$ cat src/rtl/ifetch_queue.sv
// Instruction fetch queue: circular buffer between the instruction cache and the decoder.
// Flushes on a new PC and stops accepting words after an illegal word until the next flush.
module ifetch_queue #(
  parameter int AW      = 24,
  parameter int LGDEPTH = 2
) (
  input  logic               i_clk,
  input  logic               i_rst_n,
  input  logic               i_new_pc,
  input  logic               i_v,
  input  logic [31:0]        i_i,
  input  logic [AW-1:0]      i_pc,
  input  logic               i_illegal,
  output logic               o_stall_n,
  output logic               o_v,
  output logic [31:0]        o_i,
  output logic [AW-1:0]      o_pc,
  output logic               o_illegal,
  input  logic               i_stall_n,
  output logic [LGDEPTH:0]   o_fill
);

  localparam int DEPTH = 1 << LGDEPTH;
  localparam int EW    = 33 + AW;

  logic [EW-1:0]      r_mem [DEPTH];
  logic [LGDEPTH-1:0] r_rd_ptr, r_wr_ptr;
  logic [LGDEPTH:0]   r_fill;
  logic               r_halt;
  logic [31:0]        r_i;
  logic [AW-1:0]      r_pc;
  logic               r_illegal;

  logic               w_full, w_empty, w_push, w_pop, w_load;
  logic [EW-1:0]      w_in_word, w_head_nxt;
  logic [LGDEPTH-1:0] w_rd_nxt;

  assign w_full    = (r_fill == (LGDEPTH+1)'(DEPTH));
  assign w_empty   = (r_fill == '0);
  assign o_stall_n = i_rst_n && !w_full && !r_halt;
  assign o_v       = !w_empty && !i_new_pc;
  assign w_push    = i_v && o_stall_n && !i_new_pc;
  assign w_pop     = o_v && i_stall_n;
  assign w_in_word = {i_illegal, i_pc, i_i};
  assign w_rd_nxt  = r_rd_ptr + LGDEPTH'(1);

  // Next head comes from the incoming word when the queue would otherwise be empty
  // after this edge (push into empty, or push+pop at fill=1); otherwise from storage.
  always_comb begin
    w_load     = 1'b0;
    w_head_nxt = w_in_word;
    if (w_push && (w_empty || (w_pop && r_fill == (LGDEPTH+1)'(1)))) begin
      w_load = 1'b1;
    end else if (w_pop && r_fill > (LGDEPTH+1)'(1)) begin
      w_load     = 1'b1;
      w_head_nxt = r_mem[w_rd_nxt];
    end
  end

  always_ff @(posedge i_clk) begin
    if (w_push) r_mem[r_wr_ptr] <= w_in_word;
  end

  always_ff @(posedge i_clk or negedge i_rst_n) begin
    if (!i_rst_n) begin
      r_rd_ptr <= '0;
      r_wr_ptr <= '0;
      r_fill   <= '0;
      r_halt   <= 1'b0;
    end else if (i_new_pc) begin
      r_rd_ptr <= '0;
      r_wr_ptr <= '0;
      r_fill   <= '0;
      r_halt   <= 1'b0;
    end else begin
      if (w_push) begin
        r_wr_ptr <= r_wr_ptr + LGDEPTH'(1);
        if (i_illegal) r_halt <= 1'b1;
      end
      if (w_pop) r_rd_ptr <= w_rd_nxt;
      if (w_push && !w_pop)      r_fill <= r_fill + (LGDEPTH+1)'(1);
      else if (w_pop && !w_push) r_fill <= r_fill - (LGDEPTH+1)'(1);
    end
  end

  always_ff @(posedge i_clk or negedge i_rst_n) begin
    if (!i_rst_n) begin
      r_i       <= '0;
      r_pc      <= '0;
      r_illegal <= 1'b0;
    end else if (w_load) begin
      {r_illegal, r_pc, r_i} <= w_head_nxt;
    end
  end

  assign o_i       = r_i;
  assign o_pc      = r_pc;
  assign o_illegal = r_illegal;
  assign o_fill    = r_fill;

endmodule

$ cat config.mk
export PLATFORM = sky130hd
export DESIGN_NAME = ifetch_queue
export DESIGN_NICKNAME = d
export VERILOG_FILES = /design/src/rtl/ifetch_queue.sv
export SDC_FILE = /design/constraint.sdc
export NUM_CORES = 1
export LEC_CHECK = 0
export ABC_AREA = 1
export CORE_ASPECT_RATIO = 1.25
export CORE_UTILIZATION = 60
export CTS_BUF_LIST = sky130_fd_sc_hd__clkbuf_16
export CTS_CLUSTER_DIAMETER = 150
export DETAILED_ROUTE_END_ITERATION = 6
export DONT_BUFFER_PORTS = 1
export PLACE_DENSITY_LB_ADDON = 0.08
export SYNTH_ARGS = -nofsm -noshare
export SYNTH_HDL_FRONTEND = slang
export SYNTH_SLANG_ARGS = --single-unit
$ cat constraint.sdc
create_clock -name i_clk -period 6.15 [get_ports i_clk]
set_input_delay 1.23 -clock i_clk [delete_from_list [all_inputs] [get_ports i_clk]]
set_output_delay 1.23 -clock i_clk [all_outputs]
set_load 0.05 [all_outputs]
==> impl_metrics.env <==
export IMPL_status="finished clean"
export IMPL_worst_ep_required_time_ns=6.63
export IMPL_gp_congestion=0.7633
export IMPL_stdcell_count=1575
export IMPL_dp_hpwl_um=14700
export IMPL_synth_top_area_frac=0.5418
export IMPL_fmax_ghz=0.2634
export IMPL_crit_path_end_kind="register"
export IMPL_synth_area_leaders="edfxtp_1, nand2_1, dfrtp_1"
export IMPL_netlist_instances=1305
export IMPL_yosysUniqueCellTypes=24
export IMPL_period_share=0.6172
export IMPL_drv_cap=0
export IMPL_fillers=1623
export IMPL_hold_viol=0
export IMPL_nets=1349
export IMPL_overflow=0
export IMPL_viasPerCell=5.258
export IMPL_die_w_um=131.8
export IMPL_crit_arrival_ns=4.27
export IMPL_cts_sinks=293
export IMPL_p_per_area_nw_per_um2=453.5
export IMPL_setup_violations=0
export IMPL_wl_per_cell_um=16.97
export IMPL_core_um2=20740
export IMPL_seq_area_frac_synth=0.6706
export IMPL_antenna_found_initial=0
export IMPL_cts_root_buf="clkbuf_16"
export IMPL_io_pins=124
export IMPL_post_cts_buffers=0
export IMPL_ys_top_cells_by_count="nand2_1, edfxtp_1, dfrtp_1"
export IMPL_fin_crit_ns=3.796
export IMPL_ant_nets=0
export IMPL_synthArstFlopShare=0.2218
export IMPL_ys_flop_type="edfxtp_1"
export IMPL_clock_skew_ns=0.01312
export IMPL_syn2layout_area_growth_pct=7.852
export IMPL_multi_input_area_um2=3731
export IMPL_cts_buffers=29
export IMPL_dr_pass1_iters=5
export IMPL_grt_pass1_vias=8185
export IMPL_peakVddDrop_mv=0.2924
export IMPL_tightestPinTransition_ns=1.183
export IMPL_die_y_um=164.3
export IMPL_rows=59
export IMPL_synth_edff_count=228
export IMPL_die_area_um2=21650
export IMPL_dp_cells=1522
export IMPL_fin_setup_tns_ns=0
export IMPL_grtUsageTotal=0.2537
export IMPL_port_buffers=0
export IMPL_n_antenna_cell=0
export IMPL_drc=0
export IMPL_syn_avg_cell_area_um2=9.683
export IMPL_grt_max_degree=103
export IMPL_power_total_w=0.006180
export IMPL_drt_wl_total_um=26720
export IMPL_regArea_um2=8474
export IMPL_yosysWarnings=0
export IMPL_p_leak_nw=6.202
export IMPL_insertion_delay_ns=0.54
export IMPL_start_kind="register"
export IMPL_path_clk_slew_ns=0.06
export IMPL_cts_tree="built"
export IMPL_htreeDepth=1
export IMPL_initial_core_util=0.6091
export IMPL_hold_path_class="primary input to async pin"
export IMPL_synth_top_area_cell="edfxtp_1"
export IMPL_post_route_cells_drive_above_1_share=0.05765
export IMPL_netlist_area_um2=12640
export IMPL_vias=8282
export IMPL_hold_buffers=0
export IMPL_synth_most_common_cell="nand2_1"
export IMPL_cts_resized=0
export IMPL_hold_ws_ns=0.3862
export IMPL_ys_ff_latch=293
export IMPL_crit_fanout=58
export IMPL_drt_iter0_drc=462
export IMPL_slew_limit_headroom=0.2097
export IMPL_slew_violations=0
export IMPL_path_class="register to register"
export IMPL_clk_path_buf_depth=3
export IMPL_synth_net_count=1375
export IMPL_rsz0062_at_grt="false"
export IMPL_grt_first_pass_wirelength_um=42940
==> power breakdown <==
| part | switching (W) | internal, W | total (W) |
|---|---|---|---|
| combinational | 0.000944 | 0.000408 | 0.00135 |
| clock | 0.000718 | 0.000978 | 0.00170 |
| sequential | 0.000792 | 0.00234 | 0.00313 |
| total | 0.00245 | 0.00373 | 0.00618 |
==> cells by family (layout without fill, tap and decap cells) <==
kind of cell             Yosys count  after routing  synth area share
AO/OA/AOI/OAI                      8              8          0.003268
XOR/XNOR                           2              2          0.001387
buffers and inverters             91             87           0.03713
adder cells (fa/ha/maj)            8              8          0.007922
AND/OR/NAND/NOR                  903            903            0.2797
flip-flops                       293            293            0.6706
==> worst paths after layout <==
path | from | to | slack [ns] | cells after the start
setup / recovery | o_fill[0] | o_i[20] | 2.35 | 9
setup reg to reg | o_fill[0] | o_i[20] | 2.35 | 9
hold / removal | i_rst_n | o_i[20] | 0.39 | 0
hold reg to reg | r_halt | r_halt | 0.59 | 2
max in group asynchronous | i_rst_n | o_i[24] | 5.65 | 0
min in group i_clk | r_halt | r_halt | 0.59 | 2
==> state kept, by name, summed over array words and instances (netlist names) <==
register and cells:
o_i 32, o_illegal 1, r_wr_ptr 2, r_halt 1, o_pc 24, r_mem 228
o_fill 3, r_rd_ptr 2
==> stage by stage <==
stage               setup slack, ns    util  instance area [um2]
global placement              2.347  0.6131                12720
finish                        2.354  0.6570                13630
floorplan                     1.709       -                12640
CTS                           2.278  0.6570                13630
global route                  2.070  0.6570                13630
detailed placement            2.302  0.6131                12720
==> placed cells by master, fill, tap and decap left out, drive strengths merged <==
cell	Yosys	final
nand2	825	825
edfxtp	228	228
dfrtp	65	65
nand3	64	64
clkbuf	12	29
inv	23	28
clkinv	0	15
nor2	12	12
buf	56	11
ha	8	8
o21ai	4	4
a21oi	3	3
bufinv	0	3
xor2	2	2
nand4	2	2
o22ai	1	1
clkinvlp	0	1
==> cell type report <==
type,instances,area share
sequential,293,0.6218
multi-input combinational,921,0.2738
inverter,23,0.006427
timing repair buffer,11,0.006059
clock buffer,29,0.05325
clock inverter,24,0.01350
tap,274,0.02516
==> metal layers <==
metal,wire length (um),GRT usage,share of wire,vias up
li1,-,-,-,4119
met1,11170,0.3174,0.42,3948
met2,13720,0.4557,0.51,182
met3,1395,0.04290,0.052,33
met4,435,0.07030,0.016,0
met5,0,0,0,-
==> worst max-delay path, cell delays in order, from the launching register on <==
cell and delay, ns:
dfrtp_1 0.72, inv_1 0.16, ha_1 0.29, nand2_2 0.11, nand4_4 0.12, nor2_4 0.16
nand2_2 0.69, nand2_2 1.21, nand2_1 0.16, nand2_1 0.11
Power figures use the tool's default switching activity.
==> RTL edit, RTL diff (same settings) <==
`LGDEPTH`: 2 -> 4.
--- a/src/rtl/ifetch_queue.sv
+++ b/src/rtl/ifetch_queue.sv
@@ -3,5 +3,5 @@
 module ifetch_queue #(
   parameter int AW      = 24,
-  parameter int LGDEPTH = 2
+  parameter int LGDEPTH = 4
 ) (
   input  logic               i_clk,
Interface: changed (resized o_fill); port bits go from 124 to 126. The function was not compared with the original's and may differ.
==> RTL edit against the original RTL <==
  * Non-clock buffer count is 37 higher
  * Synthesized cell count grew to 2.9 times the old value
  * Design area grew to 3.3 times the old value
  * Wire length grew to 3.9 times the old value
  * Worst setup slack better by 38 ps
  * Critical path depth is 2 lower
  * Register-to-register slack better by 60 ps
  * Total power grew to 3.0 times the old value
  * Worst hold slack worse by 120 ps
  * Synthesized area grew to 3.3 times the old value
  * Clock power grew to 3.4 times the old value
  * Sequential cell count is 690 higher
  * Core utilization is 0.50 points higher
  * Critical endpoint is now o_v
==> RTL edit: results (changes against the original RTL) <==
R2R Path Start=r_rd_ptr[0]$_DFFE_PN0P_ (was o_fill[0]$_DFFE_PN0P_); max reg flops=912 (was 228); drt total wl=103000 um (was 26700 um); post-synthesis adder-cell area fraction=0.00273 (was 0.00792); register area share after synthesis=0.708 (was 0.671); skew final=18.8 ps (was 13.1 ps); dpl cell area=41900 um2 (was 12700 um2); XOR/XNOR share of the synthesized area=0.00210 (was 0.00139); Seq/total area=0.648 (was 0.622); largest net degree at the start of global routing=217 (was 103); synthesized area per cell=10.8 um2 (was 9.68 um2); outcome=finished clean (unchanged); iteration count of the initial detailed-routing pass=6 (was 5); post-synth cell types=28 (was 24); Critical Path AT=2530 ps (was 4270 ps); critical-path maximum fanout=5 (was 58); Fmax achieved=266 MHz (was 263 MHz); placed instance count=4509 (was 1522); Clock Latency Late Sink=650 ps (was 540 ps); NonClk Buf Share=0.0102 (was 0.00606); Syn Nets=3875 (was 1375); nets=3805 (was 1349); Synth top cells by count=nand2_1 (1135), edfxtp_1 (912), nand3_1 (538), nor2_1 (402), inv_1 (282) (was nand2_1 (818), edfxtp_1 (228), dfrtp_1 (65), nand3_1 (63), buf_2 (39)); CTS buffer count=95 (was 29); Clock Buffer Count=102 (was 29); layout cells sized above 1=0.0572 (was 0.0576); via count=27400 (was 8282); Post-synth EDFFs=912 (was 228); Area contributors post-synth=edfxtp_1 (67%), nand2_1 (10%), nand3_1 (6.5%), dfrtp_1 (4.3%), nor2_1 (3.7%) (was edfxtp_1 (54%), nand2_1 (24%), dfrtp_1 (13%), nand3_1 (2.5%), buf_2 (1.5%)); Multi-input comb cells=2317 (was 921); Final clock-cell share=0.0690 (was 0.0667); core area=68000 um2 (was 20700 um2); Buffers, non-clock=48 (was 11); Slew @ Worst Pin=1230 ps (was 1180 ps); Pleak=0.0176 uW (was 0.00620 uW); CTS H-tree lvls=3 (was 1); fraction of area in multi-input gates=0.224 (was 0.274); Crit Reg-Reg Endpoint=o_pc[22]$_DFFE_PN0P_ (was o_i[20]$_DFFE_PN0P_)
RTL edit: cell types whose count changed in the layout (fill, tap and decap cells not counted), moves of 17 or more:
cell,delta
nand2_1,+317
nand3_1,+475
edfxtp_1,+684
nor2_1,+389
nand3b_1,+48
inv_1,+273
o21ai_0,+145
clkbuf_16,+73
clkinv_1,+17
buf_4,+29
RTL edit: critical path, cell delays in order (launching register included):
cell and delay [ps]:
dfrtp_1 710, inv_1 220, ha_1 270, inv_1 60
nor2_1 40, nand2_1 180, nand2_1 70, inv_1 320
RTL edit: report_power, final:
group	internal, uW	switching [uW]
logic	1180	2880
clock network	3320	2450
registers	7520	933
total	12000	6260
RTL edit: routing by layer:
layer  vias up  track usage  routed length [um]
met5         -            0                   0
met4         0        0.113                3010
met3       183       0.0411                7690
met2      1161        0.498               50600
met1     13400        0.398               41700
li1      12600            -                   -
